==> config.mk <==
export PLATFORM = sky130hd
export DESIGN_NAME = dsq_vec
export DESIGN_NICKNAME = d
export VERILOG_FILES = /design/src/rtl/dsq_pkg.sv /design/src/rtl/dsq_lane.sv /design/src/rtl/dsq_vec.sv
export SDC_FILE = /design/constraint.sdc
export NUM_CORES = 1
export LEC_CHECK = 0
export CELL_PAD_IN_SITES_DETAIL_PLACEMENT = 1
export CELL_PAD_IN_SITES_GLOBAL_PLACEMENT = 1
export CORE_AREA = 2 2 132 185
export DETAILED_ROUTE_END_ITERATION = 10
export DIE_AREA = 0 0 134 187
export GPL_TIMING_DRIVEN = 0
export PLACE_DENSITY_LB_ADDON = 0.08
export SLEW_MARGIN = 20
export SYNTH_ARGS = -nofsm -noshare
export SYNTH_HDL_FRONTEND = slang
export SYNTH_SLANG_ARGS = --single-unit
==> constraint.sdc <==
create_clock -name clk -period 10.4 [get_ports clk]
set_clock_uncertainty 0.15 [all_clocks]
set_input_delay 1.04 -clock clk [delete_from_list [all_inputs] [get_ports clk]]
set_output_delay 1.04 -clock clk [all_outputs]
set_load 0.01 [all_outputs]
==> src/rtl/dsq_pkg.sv <==
// dsq_vec shared definitions: decode constants, funct3 modes, FSM state
// encodings and the element-width/lane-count legality check.
package dsq_pkg;

    localparam logic [6:0] OPC_CUSTOM0 = 7'b0001011;
    localparam logic [6:0] F7_DSQ      = 7'b0000001;

    typedef enum logic [2:0] {
        MODE_SQ    = 3'b000,
        MODE_ABS   = 3'b001,
        MODE_SQACC = 3'b010,
        MODE_CLR   = 3'b011
    } mode_e;

    localparam logic [1:0] ST_IDLE = 2'd0;
    localparam logic [1:0] ST_BUSY = 2'd1;
    localparam logic [1:0] ST_DONE = 2'd2;

    // Only the three packings of 32 bits that the decoder supports are legal.
    function automatic bit cfg_ok(input int elem_w, input int lanes);
        return (2 * elem_w * lanes == 32) &&
               ((elem_w == 8 && lanes == 2) ||
                (elem_w == 4 && lanes == 4) ||
                (elem_w == 16 && lanes == 1));
    endfunction

endpackage

==> src/rtl/dsq_lane.sv <==
// dsq_lane: one element pair to a zero-extended accumulation term.
// Squared difference for SQ/SQACC, absolute difference for ABS.
module dsq_lane
    import dsq_pkg::*;
#(
    parameter int ELEM_W = 8,
    parameter int ACC_W  = 32
) (
    input  logic [ELEM_W-1:0] x,
    input  logic [ELEM_W-1:0] xd,
    input  mode_e             mode,
    output logic [ACC_W-1:0]  term
);

    logic signed [ELEM_W:0]  diff;
    logic        [ELEM_W:0]  diff_u;
    logic        [ELEM_W-1:0] mag;
    logic      [2*ELEM_W-1:0] sq;

    // Magnitude of the one-bit-wider signed difference always fits in ELEM_W,
    // so squaring the magnitude gives the unsigned 2*ELEM_W-bit square.
    always_comb begin
        diff   = $signed({1'b0, x}) - $signed({1'b0, xd});
        diff_u = diff;
        mag    = diff_u[ELEM_W] ? ELEM_W'(~diff_u + 1'b1) : diff_u[ELEM_W-1:0];
        sq     = {{ELEM_W{1'b0}}, mag} * {{ELEM_W{1'b0}}, mag};
        term   = (mode == MODE_ABS) ? ACC_W'(mag) : ACC_W'(sq);
    end

endmodule

==> src/rtl/dsq_vec.sv <==
// dsq_vec: multi-cycle PCPI distance-squared / abs-difference accumulator.
// One lane term is added per cycle through a single shared dsq_lane.
// Build option: define DSQ_VEC_SAT_EN for sticky saturating accumulation;
// otherwise sums wrap modulo 2^ACC_W.
//
// state   | meaning
// --------+-------------------------------------------------------------
// IDLE    | waiting for a matching request; captures operands on accept
// BUSY    | adding one lane term per cycle; valid drop aborts to IDLE
// DONE    | ready/wr pulse; commits internal acc for SQACC/CLR
module dsq_vec
    import dsq_pkg::*;
#(
    parameter int ELEM_W = 8,
    parameter int LANES  = 2,
    parameter int ACC_W  = 32
) (
    input  logic        clk,
    input  logic        resetn,
    input  logic        valid,
    input  logic [31:0] instr,
    input  logic [31:0] rs1,
    input  logic [31:0] rs2,
    output logic        ready,
    output logic        wait_,
    output logic        wr,
    output logic [31:0] rd
);

    localparam int PAIR_W = 2 * ELEM_W;
    localparam int LCW    = (LANES > 1) ? $clog2(LANES) : 1;

    if (!cfg_ok(ELEM_W, LANES)) begin : g_cfg_check
        $error("dsq_vec: illegal ELEM_W/LANES combination");
    end

    logic [1:0]       state;
    logic [LCW-1:0]   lane_cnt;
    mode_e            mode_r;
    logic [31:0]      rs1_r;
    logic [ACC_W-1:0] sum_r;
    logic [ACC_W-1:0] acc_r;
    logic [ACC_W-1:0] rd_r;
    logic             ready_r;

    mode_e            mode_in;
    logic             match;
    logic [PAIR_W-1:0] pair;
    logic [ACC_W-1:0] term;
    logic [ACC_W-1:0] next_sum;
    logic             last_lane;
    logic             unused_instr;

    // Request decode: opcode, funct7 and one of the four defined funct3 modes.
    always_comb begin
        mode_in = mode_e'(instr[14:12]);
        match   = (instr[6:0] == OPC_CUSTOM0) && (instr[31:25] == F7_DSQ) &&
                  (instr[14] == 1'b0);
        wait_   = valid && match && resetn && (state != ST_DONE);
    end

    assign unused_instr = ^{instr[24:15], instr[11:7]};

    // Select the current lane pair; lane 0 sits in the MSBs of rs1.
    always_comb begin
        pair = '0;
        for (int i = 0; i < LANES; i++) begin
            if (lane_cnt == LCW'(i)) begin
                pair = rs1_r[(LANES-1-i)*PAIR_W +: PAIR_W];
            end
        end
        last_lane = (lane_cnt == LCW'(LANES - 1));
    end

    dsq_lane #(
        .ELEM_W (ELEM_W),
        .ACC_W  (ACC_W)
    ) u_lane (
        .x    (pair[PAIR_W-1:ELEM_W]),
        .xd   (pair[ELEM_W-1:0]),
        .mode (mode_r),
        .term (term)
    );

`ifdef DSQ_VEC_SAT_EN
    logic             sat_r;
    logic             next_sat;
    logic [ACC_W:0]   add_full;

    // Saturate on carry-out and hold all-ones for the rest of the operation.
    always_comb begin
        add_full = {1'b0, sum_r} + {1'b0, term};
        next_sat = sat_r || add_full[ACC_W];
        next_sum = next_sat ? {ACC_W{1'b1}} : add_full[ACC_W-1:0];
    end

    // Sticky saturation flag, cleared whenever a new request is accepted.
    always_ff @(posedge clk) begin
        if (!resetn) begin
            sat_r <= 1'b0;
        end else if (state == ST_IDLE) begin
            sat_r <= 1'b0;
        end else if (state == ST_BUSY && valid) begin
            sat_r <= next_sat;
        end
    end
`else
    // Plain modular accumulation.
    always_comb begin
        next_sum = sum_r + term;
    end
`endif

    // Sequencer: capture, per-lane accumulate, result/commit.
    always_ff @(posedge clk) begin
        if (!resetn) begin
            state    <= ST_IDLE;
            lane_cnt <= '0;
            mode_r   <= MODE_SQ;
            rs1_r    <= '0;
            sum_r    <= '0;
            acc_r    <= '0;
            rd_r     <= '0;
            ready_r  <= 1'b0;
        end else begin
            ready_r <= 1'b0;
            case (state)
                ST_IDLE: begin
                    if (valid && match) begin
                        mode_r   <= mode_in;
                        rs1_r    <= rs1;
                        lane_cnt <= '0;
                        sum_r    <= (mode_in == MODE_SQACC) ? acc_r : ACC_W'(rs2);
                        if (mode_in == MODE_CLR) begin
                            rd_r    <= acc_r;
                            ready_r <= 1'b1;
                            state   <= ST_DONE;
                        end else begin
                            state <= ST_BUSY;
                        end
                    end
                end
                ST_BUSY: begin
                    if (!valid) begin
                        state <= ST_IDLE;
                    end else begin
                        sum_r    <= next_sum;
                        lane_cnt <= lane_cnt + 1'b1;
                        if (last_lane) begin
                            rd_r    <= next_sum;
                            ready_r <= 1'b1;
                            state   <= ST_DONE;
                        end
                    end
                end
                ST_DONE: begin
                    if (mode_r == MODE_SQACC) begin
                        acc_r <= sum_r;
                    end else if (mode_r == MODE_CLR) begin
                        acc_r <= '0;
                    end
                    state <= ST_IDLE;
                end
                default: state <= ST_IDLE;
            endcase
        end
    end

    assign ready = ready_r;
    assign wr    = ready_r;
    assign rd    = rd_r[31:0];

endmodule

* Yosys cells after proc, flatten, opt, wreduce, memory -nomap -nowiden
Cells that the tools add are included.
Word-level totals: flip-flop bits (word level) 135, bits of input ports 99, output and inout port bits 35, word-level logic and storage cells 70
Cells by class: multipliers 1, add/subtract/negate cells 4, muxes and demuxes 27, eq/ne operators 15, bitwise operators 2, reduce and logical (&&, ||, !) cells 13
Operator list (number):
- 32-bit 2-to-1 mux | 9
- 32-bit one-hot mux with 2 select lines | 2
- 32-bit adder | 1
- 16-bit 2-to-1 mux | 2
- 8-bit by 8-bit multiplier with 16-bit output | 1
- 3-bit by 2-bit == test with 1-bit output, second input constant | 4
- 2-bit inequality test, second input constant | 5
- 8-bit by 8-bit subtractor with 9-bit output | 1
- 8-bit by 1-bit adder with 8-bit output, second input constant | 1
- 2-bit 2-to-1 mux | 4
- 8-bit 2-to-1 mux | 1
- 8-bit NOT | 1
- 7-bit by 1-bit == test with 1-bit output, second input constant | 1
- 7-bit by 4-bit == test with 1-bit output, second input constant | 1
- 1-bit 2-to-1 mux | 6
- 2-bit AND reduction | 3
- 1-bit logical AND | 5
- 5-bit AND reduction | 1
- 1-bit one-hot mux with 2 select lines | 2
- 2-bit one-hot mux with 2 select lines | 1
- 2-bit nonzero test | 2
- 3-bit by 1-bit == test with 1-bit output, second input constant | 1
- 3-bit inequality test, second input constant | 1
- 3-bit AND reduction | 1
- 5 further kinds | 5

* Logic depth before layout (Yosys ltp)
Gate-level depths: netlist of the first run.
depth in word-level cells 11, mapped depth 41, gate-level depth less buffers 37

* Hierarchy
Synthesis of the first run repeated with hierarchy kept, for this count alone.
Second synthesis, totals: cell total of the unflattened synthesis 1319, area total of the unflattened synthesis 10319.9 um2
Modules (own cells, without submodules):
- dsq_vec | area an instance 7851.3 um2, cells each 1010, sequential area each 2702.6 um2, times used 1
- dsq_lane | area an instance 2468.6 um2, cells each 309, sequential area each 0.0 um2, times used 1

* Worst setup path after synthesis of the first run
Ideal clock, no wire load.
kind register to register, start register lane_cnt, end register sum_r[26], cell stages (with the launch flop) 38, path buffers 3, arrival 8.568 ns, setup slack 1.553 ns, setup time 0.130 ns, clock period less this slack 8.847 ns, path through dfxtp_1 > clkbuf_1 > clkbuf_1 > mux2i_1 > ha_1 > inv_1 > fa_1 > a211oi_2 > nor2_1 > xor2_1 > nor3_1 > nor2_1 > xor2_1 > buf_2 > or2_2 > fa_1 > inv_1 > fa_1 > (+2 left out) > fa_1 > inv_1 > ha_1 > a21oi_1 > a21boi_0 > o31a_1 > o41ai_1 > nand2b_1 > mux2i_1 > ha_1 > inv_2 > nor2_4 > nand3_1 > o21a_1 > a211oi_4 > and3_1 > mux2i_1 > o22ai_1
Between the ends: longest elaborated chain between the ends 10
RTL lines:
- start, declared | RTL line dsq_vec.sv:38 | logic [LCW-1:0] lane_cnt;
- start signal, assigned | RTL line dsq_vec.sv:148 | lane_cnt <= lane_cnt + 1'b1;
- 16-bit 2-to-1 mux (*) | RTL line dsq_vec.sv:68 | if (lane_cnt == LCW'(i)) begin
- 8-bit by 8-bit subtractor with 9-bit output (*) | RTL line dsq_lane.sv:23 | diff = $signed({1'b0, x}) - $signed({1'b0, xd});
- 8-bit NOT | RTL line dsq_lane.sv:25 | mag = diff_u[ELEM_W] ? ELEM_W'(~diff_u + 1'b1) : diff_u[ELEM_W-1:0];
- 8-bit by 1-bit adder with 8-bit output | RTL line dsq_lane.sv:25
- 8-bit 2-to-1 mux (*) | RTL line dsq_lane.sv:25
- 8-bit by 8-bit multiplier with 16-bit output | RTL line dsq_lane.sv:26 | sq = {{ELEM_W{1'b0}}, mag} * {{ELEM_W{1'b0}}, mag};
- 16-bit 2-to-1 mux (*) | RTL line dsq_lane.sv:27 | term = (mode == MODE_ABS) ? ACC_W'(mag) : ACC_W'(sq);
- 32-bit adder (*) | RTL line dsq_vec.sv:110 | next_sum = sum_r + term;
- 32-bit 2-to-1 mux (*) | RTL line dsq_vec.sv:144 | if (!valid) begin
- 32-bit one-hot mux with 2 select lines (*) | RTL line dsq_vec.sv:127 | case (state)
- end signal, assigned | RTL line dsq_vec.sv:133 | sum_r <= (mode_in == MODE_SQACC) ? acc_r : ACC_W'(rs2);
- end signal, assigned | RTL line dsq_vec.sv:147 | sum_r <= next_sum;
- end, declared | RTL line dsq_vec.sv:41 | logic [ACC_W-1:0] sum_r;
Mark *: on every way between the ends. The rest lies on a longest branch, timed or not. The select of a mux whose other input is x is not followed. A chain may end at the register's enable or synchronous reset.

* Final worst setup path of the first run
start register lane_cnt, end register sum_r[28]
Same word-level chain as after synthesis.

==> results of run 1 <==
## cells in the mapped netlist, drive strengths merged (4+ instances only)
| cell type | number | area (sq um) |
|---|---|---|
| nand3b | 30 | 225 |
| nor4 | 5 | 31.3 |
| xor2 | 24 | 218 |
| inv | 64 | 240 |
| o21ai | 54 | 274 |
| mux2 | 8 | 90.1 |
| nand2b | 7 | 43.8 |
| clkbuf | 61 | 231 |
| a211oi | 8 | 77.6 |
| o21a | 8 | 60.1 |
| ha | 56 | 701 |
| nand2 | 234 | 891 |
| dfxtp | 135 | 2700 |
| nor2b | 10 | 62.6 |
| xnor2 | 25 | 226 |
| or3 | 6 | 37.5 |
| nand3 | 33 | 170 |
| o211ai | 12 | 90.1 |
| mux2i | 19 | 190 |
| or2 | 5 | 31.3 |
| a21oi | 148 | 752 |
| o221ai | 5 | 43.8 |
| nor3 | 21 | 116 |
| buf | 16 | 101 |
| nor2 | 89 | 349 |
| fa | 27 | 541 |
| o31ai | 4 | 35.0 |
| o22ai | 11 | 68.8 |
| a31oi | 27 | 175 |
| a21o | 11 | 82.6 |
| and3 | 24 | 165 |
## stage by stage
stage	area (sq um)	worst slack, ps	power, mW	util	cells
floorplan	9440	1550	0.546	-	1235
detailed placement	11000	-189	0.591	0.467	1662
global route	11700	5.84	1.26	0.495	1696
global placement	11000	-77.6	0.592	0.467	1662
finish	11700	504	1.23	0.495	1696
CTS	11600	63.0	1.24	0.494	1694
## final timing paths
check | endpoint | slack, ps | cells past startpoint
setup / recovery | sum_r[28]$_SDFFE_PN0P_ | 500 | 37
hold / removal | rs1_r[27]$_SDFFE_PN0P_ | 310 | 2
setup reg to reg | sum_r[28]$_SDFFE_PN0P_ | 500 | 37
hold reg to reg | rs1_r[27]$_SDFFE_PN0P_ | 310 | 2
## area by class of cell
cell class	instances	area [sq um]
clock inverter	15	190
tap	310	388
buffer	76	330
multi-input combinational	958	6190
fill	2905	11900
sequential	135	2700
inverter	65	244
timing repair buffer	120	1190
clock buffer	17	425
## where the power goes
part / switching [mW] / total (mW) / internal [mW]
clock network: 0.268 / 0.651 / 0.383
registers: 0.00000554 / 0.517 / 0.517
logic: 0.0302 / 0.0635 / 0.0332
## cell usage in the layout, fill, tap and decap left out, types with 4 or more instances in the layout
master	netlist	final
a211oi_1	6	6
a21o_1	11	11
a21oi_1	145	145
a31oi_1	26	26
and3_1	21	21
buf_2	9	10
buf_4	4	7
clkbuf_1	59	57
clkbuf_16	0	17
clkdlybuf4s50_1	0	117
dfxtp_1	135	134
fa_1	27	27
ha_1	56	56
inv_1	63	63
inv_6	0	6
mux2_2	8	8
mux2i_1	19	19
nand2_1	231	231
nand2b_1	7	7
nand3_1	32	32
nand3b_1	30	30
nor2_1	85	85
nor2b_1	10	10
nor3_1	20	20
nor4_1	5	5
o211ai_1	12	12
o21a_1	8	8
o21ai_0	50	50
o221ai_1	5	5
o22ai_1	11	11
or2_2	4	4
or3_1	6	6
xnor2_1	24	24
xor2_1	23	23
## kinds of logic after synthesis
family	after synthesis	share of synthesized area
simple gates	480	0.238
buf+inv	142	0.0611
mux	27	0.0297
xor+xnor	49	0.0470
fa+ha+maj	83	0.131
flops	135	0.286
compound gates	319	0.206
## sequential cells by signal, indices dropped and copies added (netlist names)
name,flops
acc_r,32
state,2
mode_r,3
ready,1
rs1_r,32
sum_r,32
rd,32
lane_cnt,1
## per-layer routing
layer | wire, um | vias up | GRT usage
li1 | - | 4545 | -
met1 | 13900 | 4607 | 0.320
met2 | 18600 | 268 | 0.535
met3 | 1400 | 93 | 0.0385
met4 | 1600 | 0 | 0.132
met5 | 0 | - | 0
## critical path: cells and delay by family, from the launching register on
family / cells / cell delay [ps]
buf+inv: 6 / 660
flops: 1 / 490
fa+ha+maj: 8 / 3070
xor+xnor: 1 / 300
compound gates: 12 / 2930
mux: 2 / 370
simple gates: 8 / 1830
## repair_timing
action / CTS / global route
resized for setup: 2 / 3
gates cloned: 0 / 0
setup endpoints to repair: 9 / 31
buffers inserted: 0 / 3
pin swaps: 0 / 1
==> key figures, run 1 <==
Outcome
  – Status: finished clean

Routing
  – Vias/cell: approximately 5.6
  – Post-route DRC: 0
  – First-pass DRT Iterations: 5
  – Via count: roughly 9500
  – Post-route ant nets: 0
  – WL per Instance: 20.9 um
  – Number of DRC markers in iteration 0: 579
  – Drt total wl: 35500 um

STA
  – Worst slew pin tran: about 1000 ps
  – Max Slew Vio Count: 0
  – Slew HR: 0.315
  – Final hold violations: 0
  – Final setup violation count: 0
  – Crit share post-route: 0.952
  – Post-layout min period: 9900 ps
  – WHS: 306 ps
  – RSZ-0062 raised after global routing: false
  – Fmax: between 100 and 150 MHz
  – Setup_tns: 0 ps

Synthesis
  – Average size of a mapped cell: ~7.6 sq um
  – #FFs+latches synth: roughly 140
  – Synthesized area: about 9400 sq um
  – Synth Warn #: 0
  – Post-synthesis async set-or-reset flop share: 0
  – Main synth FF type: dfxtp_1
  – Register area share after synthesis: 0.286
  – Mapped Cells: approximately 1200
  – EDFF count, synth: 0
  – Library cells used by synthesis: 88
  – Syn_nets: between 1000 and 1500

Power and ir drop
  – IR Drop Worst-Case VDD: 0.120 mV
  – Leak: roughly 4.4 nW
  – Pwr Density: 106 nW/um^2

Cells and area
  – Layout cells sized above 1: 0.0685
  – Final net count: between 1500 and 2000
  – Area delta synth->final: 23.5%
  – Antenna fix cells: 0

Worst setup path
  – CP max-delay cell: fa_1
  – Crit-path max FO: 10
  – Req. time, crit path: 10600 ps
  – Critical path launch point: lane_cnt$_SDFFE_PN0P_
  – Largest stage delay, worst path: 530 ps
  – Kind of critical path: flip-flop to flip-flop
  – CP arrival: roughly 10000 ps
  – R2R Path Start: lane_cnt$_SDFFE_PN0P_
  – Type of origin of the critical path: flip-flop
  – Crit path capture type: flip-flop

Die
  – Core Area: between 20000 and 25000 sq um
  – Die width: between 100 and 150 um
  – Starting density of the core: 0.401
  – Row cnt: 67
  – IO Count: roughly 130
  – Chip height: 187 um
  – Die ar.: 25100 sq um

Clock network
  – Clock Sinks: roughly 140
  – Clock-pin slew on the worst setup and hold paths: 70 ps
  – CTS tree: done
  – Worst-Skew Late Latency: around 440 ps
  – Hold Buf Count CTS: 0
  – Root buffer cell: clkbuf_16
  – Htree depth: 4
  – Worst-case clock buffer depth: 2
  – CTS buffer count: 17

Global route
  – Gr usage total: 0.288
  – Global-route wire length before repair: about 56000 um
  – Initial antenna violation count: 0
  – Overflow after GRT: 0
  – Largest net degree at the start of global routing: 17
  – Vias in the first global route: roughly 10000

Place
  – Port Buf Inserts: ~120
  – DP HPWL: approximately 27000 um
  – Placer Congestion: 0.914

Job
  – Max-cap violations: 0

Min path
  – Min-delay src: rs1_r[27]$_SDFFE_PN0P_
  – Hold/Removal Path Class: flip-flop to flip-flop
Power figures use the tool's default switching activity.
==> run 2: changes to the inputs <==
--- a/config.mk
+++ b/config.mk
@@ -7,9 +7,10 @@
 export LEC_CHECK = 0
 export CELL_PAD_IN_SITES_DETAIL_PLACEMENT = 1
 export CELL_PAD_IN_SITES_GLOBAL_PLACEMENT = 1
-export CORE_AREA = 2 2 132 185
+export CORE_AREA = 2 2 155 157
+export CTS_CLUSTER_SIZE = 28
 export DETAILED_ROUTE_END_ITERATION = 10
-export DIE_AREA = 0 0 134 187
+export DIE_AREA = 0 0 157 159
 export GPL_TIMING_DRIVEN = 0
 export PLACE_DENSITY_LB_ADDON = 0.08
 export SLEW_MARGIN = 20
==> run 2 against run 1 <==
Flip-flop and latch count stayed put. Non-clock buffer count is 3 lower. Highest routed layer unchanged. Clock-buffer cell count is 1 higher.
==> key figures, run 2 (synthesized netlist as in run 1, its figures left out) <==
Outcome
  – Status: finished clean

Cells and area
  – Multi-input logic area: 6200 sq um (+0.24%)
  – Antenna fix cells: 0 (unchanged)
  – Post-route insts no fill: 1701 (+0.29%)
  – Final net count: 1552 (-0.19%)
  – Utilization after layout: 0.501 (+0.00632)
  – Area delta synth->final: 23.1%
  – Cell area after layout: 11600 sq um (-0.29%)
  – Layout cells sized above 1: 0.0666 (-0.00197)
  – Most frequent cells in the layout: nand2_1 (231), a21oi_1 (145), dfxtp_1 (134)
  – Commonest non-fill, non-tap cell in the layout: nand2_1
  – Fill cells: 2896 (-0.31%)
  – FF/Latch Area: 2700 sq um (unchanged)

Clock network
  – Htree depth: 4 (unchanged)
  – Post-CTS Setup Inserts: 0 (unchanged)
  – CTS tree: done
  – Clock Sinks: 135 (unchanged)
  – CTS buffer count: 17 (unchanged)
  – Worst-case clock buffer depth: 2 (unchanged)
  – Clock-pin slew on the worst setup and hold paths: 60 ps (about the same)
  – Worst-Skew Late Latency: 440 ps (about the same)
  – Root buffer cell: clkbuf_16

Worst setup path
  – R2R depth: 36 (-2.7%)
  – Type of origin of the critical path: flip-flop
  – Req. time, crit path: 10540 ps (-60 ps)
  – RR Endpoint: sum_r[26]$_SDFFE_PN0P_
  – Crit-path max FO: 10 (unchanged)
  – Worst R2R Setup Slack: 620 ps (+120 ps)
  – R2R Path Start: lane_cnt$_SDFFE_PN0P_
  – CP max-delay cell: fa_1
  – CP arrival: 9920 ps (-180 ps)
  – Kind of critical path: flip-flop to flip-flop
  – Largest stage delay, worst path: 540 ps (about the same)
  – Crit path depth: 36 (-2.7%)
  – Cell family with most CP delay: adder cells
  – Crit path capture type: flip-flop
  – CP bufs+invs: 7 (+1)
  – CP most frequent cell: fa_1

Die
  – Die ar.: 25000 sq um (-0.38%)
  – Row cnt: 56 (-16%)
  – Starting density of the core: 0.407 (+0.00629)
  – IO Count: 134 (unchanged)
  – Chip height: 159 um (-15%)
  – Core Area: 23200 sq um (-1.5%)
  – Die width: 157 um (+17%)

Routing
  – Vias/cell: 5.59 (-0.34%)
  – WL per Instance: 21.0 um (+0.32%)
  – Post-route DRC: 0 (unchanged)
  – Post-route ant nets: 0 (unchanged)
  – First-pass DRT Iterations: 5 (unchanged)
  – Drt total wl: 35700 um (+0.61%)
  – Via count: 9509 (-0.042%)
  – Number of DRC markers in iteration 0: 485 (-16%)

STA
  – Crit share post-route: 0.940 (-0.0116)
  – Setup_tns: 0 ps (unchanged)
  – Max Slew Vio Count: 0 (unchanged)
  – Final setup violation count: 0 (unchanged)
  – RSZ-0062 raised after global routing: true
  – Post-layout min period: 9780 ps (-120 ps)
  – Final worst slack: 624 ps (+120 ps)
  – Worst slew pin tran: 993 ps (-26.7 ps)
  – Final hold violations: 0 (unchanged)
  – Fmax: 102 MHz (+1.2%)
  – Slew HR: 0.338 (+0.0227)
  – WHS: 305 ps (-0.528 ps)

Global route
  – Largest net degree at the start of global routing: 17 (unchanged)
  – Gr usage total: 0.292 (+0.00415)
  – Vias in the first global route: 9988 (-2.3%)
  – Initial antenna violation count: 0 (unchanged)
  – Overflow after GRT: 0 (unchanged)
  – Global-route wire length before repair: 56200 um (+1.1%)

Power and ir drop
  – Clock share of power: 0.512 (-0.017)
  – IR Drop Worst-Case VDD: 0.100 mV (-17%)
  – Sw Ratio: 0.242 (-0.000496)
  – Switching pwr: 0.288 mW (-3.4%)
  – Logic pwr share: 0.054 (+0.002)
  – Overall Power: 1.19 mW (-3.2%)
  – Leak: 4.36 nW (-0.98%)
  – Reg power frac: 0.434 (+0.014)
  – Pwr Density: 103 nW/um^2 (-2.9%)
  – P_int: 0.904 mW (-3.1%)

Min path
  – Worst Hold Path Cells: 2 (unchanged)
  – Hold/Removal Path Class: flip-flop to flip-flop
  – Hold endpoint: rs1_r[23]$_SDFFE_PN0P_
  – Min-delay src: rs1_r[23]$_SDFFE_PN0P_

Place
  – Cell count after placement: 1671 (+0.54%)
  – Port Buf Inserts: 117 (unchanged)
  – Placer Congestion: 0.925 (+1.2%)
  – DP HPWL: 26700 um (-1.6%)
  – Post-DP Area: 11000 sq um (+0.10%)
  – Place WS: -54.4 ps (+135 ps)

Job
  – Max-cap violations: 0 (unchanged)
## run 2: power by group through the flow
stage / clock network (mW) / logic (mW) / registers, mW
after floorplan: 0 / 0.0175 / 0.529
after global placement: 0 / 0.0631 / 0.529
after detailed placement: 0 / 0.0637 / 0.529
after CTS: 0.613 / 0.0642 / 0.517
after global routing: 0.638 / 0.0683 / 0.517
final: 0.611 / 0.0646 / 0.517
## run 2: final cells by class
| cell class | count | area share |
|---|---|---|
| Sequential cell | 135 | 0.233 |
| Clock inverter | 13 | 0.0126 |
| Tap cell | 319 | 0.0343 |
| Multi-Input combinational cell | 958 | 0.533 |
| Inverter | 65 | 0.0210 |
| Buffer | 76 | 0.0286 |
| Timing Repair Buffer | 117 | 0.101 |
| Clock buffer | 18 | 0.0369 |
## run 2: worst max path at each step
stage	from	to	slack, ps
6_report	lane_cnt$_SDFFE_PN0P_	sum_r[26]$_SDFFE_PN0P_	620
5_1_grt	lane_cnt$_SDFFE_PN0P_	sum_r[26]$_SDFFE_PN0P_	-20
4_1_cts	lane_cnt$_SDFFE_PN0P_	sum_r[31]$_SDFFE_PN0P_	140
3_5_place_dp	lane_cnt$_SDFFE_PN0P_	rd[31]$_SDFFE_PN0P_	-50
3_3_place_gp	lane_cnt$_SDFFE_PN0P_	sum_r[31]$_SDFFE_PN0P_	90
2_1_floorplan	lane_cnt$_SDFFE_PN0P_	sum_r[26]$_SDFFE_PN0P_	1550
## run 2: timing repair
item / CTS / global route
hold buffers: 0 / 0
gates resized for setup: 1 / 6
gates cloned: 0 / 0
endpoints found under the setup margin: 8 / 31
## run 2: tightest hold or removal path: cells and delay by family, from the launching register on
family	cells	cell delay, ps
DFF	1	310
AOI/OAI and AO/OA	1	50
and+or+nand+nor	1	50
## run 2: layer usage
metal / GRT usage / wire length (um)
met5: 0 / 0
met4: 0.102 / 1100
met3: 0.0430 / 1930
met2: 0.498 / 17300
met1: 0.375 / 15300
==> run 3: changes to the inputs <==
--- a/config.mk
+++ b/config.mk
@@ -11,9 +11,7 @@
 export CTS_CLUSTER_SIZE = 28
 export DETAILED_ROUTE_END_ITERATION = 10
 export DIE_AREA = 0 0 157 159
-export GPL_TIMING_DRIVEN = 0
 export PLACE_DENSITY_LB_ADDON = 0.08
-export SLEW_MARGIN = 20
 export SYNTH_ARGS = -nofsm -noshare
 export SYNTH_HDL_FRONTEND = slang
 export SYNTH_SLANG_ARGS = --single-unit
==> run 3 against run 2 <==
Clock-buffer cell count is 1 lower. Combinational power down 12%. Non-clock buffer count down 56. Worst hold slack got worse by 1.2 ps. Critical path depth shrank 2. Die area unchanged. Fmax up 1.5%. Total power shrank 1.5%. Critical endpoint is now sum_r[29]$_SDFFE_PN0P_. First-iteration DRC count fell by 27%. Utilization shrank 0.87 points.
==> key figures, run 3 (synthesized netlist as in run 1, its figures left out) <==
Worst setup path
  – CP bufs+invs: 4 (-3)
  – CP arrival: 9830 ps (-90 ps)
  – Largest stage delay, worst path: 650 ps (+110 ps)
  – RR Endpoint: sum_r[29]$_SDFFE_PN0P_
  – Crit path capture type: flip-flop
  – Crit-path max FO: 11 (+1)
  – Type of origin of the critical path: flip-flop
  – Req. time, crit path: 10600 ps (+60 ps)
  – Kind of critical path: flip-flop to flip-flop
  – Cell family with most CP delay: compound AO/OA/AOI/OAI gates
  – R2R depth: 34 (-5.6%)
  – R2R Path Start: lane_cnt$_SDFFE_PN0P_
  – CP max-delay cell: dfxtp_1
  – Worst R2R Setup Slack: 770 ps (+140 ps)

Min path
  – Min-delay src: rs1_r[25]$_SDFFE_PN0P_
  – Hold endpoint: rs1_r[25]$_SDFFE_PN0P_
  – Hold/Removal Path Class: flip-flop to flip-flop
  – Worst Hold Path Cells: 2 (unchanged)

Place
  – Placer Congestion: 0.832 (-10%)
  – DP HPWL: 20900 um (-22%)
  – Port Buf Inserts: 118 (+0.85%)

Clock network
  – CTS tree: done
  – Htree depth: 4 (unchanged)
  – Worst-case clock buffer depth: 2 (unchanged)
  – Post-CTS Setup Inserts: 0 (unchanged)
  – Clock-pin slew on the worst setup and hold paths: 70 ps (about the same)
  – Clock Sinks: 135 (unchanged)
  – CTS buffer count: 17 (unchanged)
  – Root buffer cell: clkbuf_16
  – Worst-Skew Late Latency: 430 ps (about the same)

STA
  – WHS: 304 ps (-1.16 ps)
  – Max Slew Vio Count: 0 (unchanged)
  – Final hold violations: 0 (unchanged)
  – Post-layout min period: 9630 ps (-142 ps)
  – Setup_tns: 0 ps (unchanged)
  – Slew HR: 0.286 (-0.0518)
  – RSZ-0062 raised after global routing: false
  – Final setup violation count: 0 (unchanged)
  – Fmax: 104 MHz (+1.5%)
  – Worst slew pin tran: 1070 ps (+77.7 ps)
  – Crit share post-route: 0.926 (-0.0137)

Routing
  – Number of DRC markers in iteration 0: 353 (-27%)
  – Vias/cell: 5.44 (-2.7%)
  – Drt total wl: 29600 um (-17%)
  – Post-route DRC: 0 (unchanged)
  – WL per Instance: 18.0 um (-14%)
  – First-pass DRT Iterations: 4 (-1)
  – Post-route ant nets: 0 (unchanged)
  – Via count: 8949 (-5.9%)

Die
  – Chip height: 159 um (unchanged)
  – Row cnt: 56 (unchanged)
  – IO Count: 134 (unchanged)
  – Die width: 157 um (unchanged)
  – Die ar.: 25000 sq um (unchanged)
  – Core Area: 23200 sq um (unchanged)
  – Starting density of the core: 0.407 (unchanged)

Global route
  – Vias in the first global route: 9185 (-8.0%)
  – Largest net degree at the start of global routing: 73 (+56)
  – Global-route wire length before repair: 48100 um (-14%)
  – Initial antenna violation count: 0 (unchanged)
  – Gr usage total: 0.241 (-0.0512)
  – Overflow after GRT: 0 (unchanged)

Cells and area
  – Area delta synth->final: 21.0%
  – FF/Latch Area: 2700 sq um (about the same)
  – Most frequent cells in the layout: nand2_1 (231), a21oi_1 (145), dfxtp_1 (135)
  – Layout cells sized above 1: 0.0723 (+0.00577)
  – Fill cells: 2841 (-1.9%)
  – Commonest non-fill, non-tap cell in the layout: nand2_1
  – Antenna fix cells: 0 (unchanged)
  – Multi-input logic area: 6180 sq um (-0.36%)
  – Final net count: 1496 (-3.6%)

Power and ir drop
  – IR Drop Worst-Case VDD: 0.0983 mV (-1.8%)
  – Pwr Density: 103 nW/um^2 (+0.23%)
  – Leak: 4.32 nW (-0.97%)

Outcome
  – Status: finished clean

Job
  – Max-cap violations: 0 (unchanged)
run 3: cell count changes in the layout (fill, tap and decap cells not counted), moves of 2 or more:
cell / previous run / this run
buf_2: 9 / 0
inv_8: 0 / 3
bufinv_16: 2 / 0
buf_4: 4 / 19
buf_6: 2 / 0
clkbuf_2: 2 / 0
clkbuf_1: 58 / 0
clkinvlp_4: 5 / 0
clkinv_8: 0 / 2
inv_6: 4 / 8
run 3: tightest hold or removal path, stage by stage (launching register included):
cell and delay [ps]:
dfxtp_1 310, nand2_1 50, a21oi_1 50
run 3: worst max path at each step:
| stage | from | depth (start not counted) | slack (ps) | endpoint |
|---|---|---|---|---|
| finish | lane_cnt$_SDFFE_PN0P_ | 34 | 770 | sum_r[29]$_SDFFE_PN0P_ |
| CTS | lane_cnt$_SDFFE_PN0P_ | 34 | 670 | sum_r[29]$_SDFFE_PN0P_ |
| floorplan | lane_cnt$_SDFFE_PN0P_ | 37 | 1550 | sum_r[26]$_SDFFE_PN0P_ |
| global placement | lane_cnt$_SDFFE_PN0P_ | 32 | 860 | sum_r[29]$_SDFFE_PN0P_ |
| global route | lane_cnt$_SDFFE_PN0P_ | 34 | 30 | sum_r[29]$_SDFFE_PN0P_ |
| detailed placement | lane_cnt$_SDFFE_PN0P_ | 32 | 730 | sum_r[29]$_SDFFE_PN0P_ |
run 3: stage by stage:
step | util | power, mW | worst slack (ps) | std cells | instance area (sq um)
after CTS | 0.492 | 1.18 | 667 | 1646 | 11400
after global routing | 0.493 | 1.21 | 29.0 | 1646 | 11400
after global placement | 0.467 | 0.586 | 862 | 1614 | 10800
after detailed placement | 0.467 | 0.586 | 728 | 1614 | 10800
after floorplan | - | 0.546 | 1550 | 1235 | 9440
final | 0.493 | 1.17 | 767 | 1646 | 11400
run 3: metal layers:
metal / GRT usage / share of wire / vias to the layer above
li1: - / - / 4439
met1: 0.314 / 0.47 / 4343
met2: 0.425 / 0.49 / 144
met3: 0.0305 / 0.031 / 23
met4: 0.0496 / 0.010 / 0
met5: 0 / 0 / -
run 3: cell type report:
| class | instances | area share |
|---|---|---|
| Clock inverter | 15 | 0.0131 |
| Tap cell | 319 | 0.0349 |
| Multi-Input combinational cell | 958 | 0.541 |
| Timing Repair Buffer | 137 | 0.116 |
| Clock buffer | 17 | 0.0372 |
| Inverter | 65 | 0.0215 |
| Sequential cell | 135 | 0.237 |
run 3: power breakdown:
group | total [mW] | leakage [nW] | internal [mW] | switching [mW]
logic | 0.0571 | 2.95 | 0.0328 | 0.0243
clock network | 0.600 | 0.286 | 0.320 | 0.280
registers | 0.517 | 1.09 | 0.517 | 0.00000634
run 3: what timing repair did:
action                     4_1_cts  5_1_grt
setup endpoints to repair        0        1
hold buffers                     0        0
resized for setup                0        1
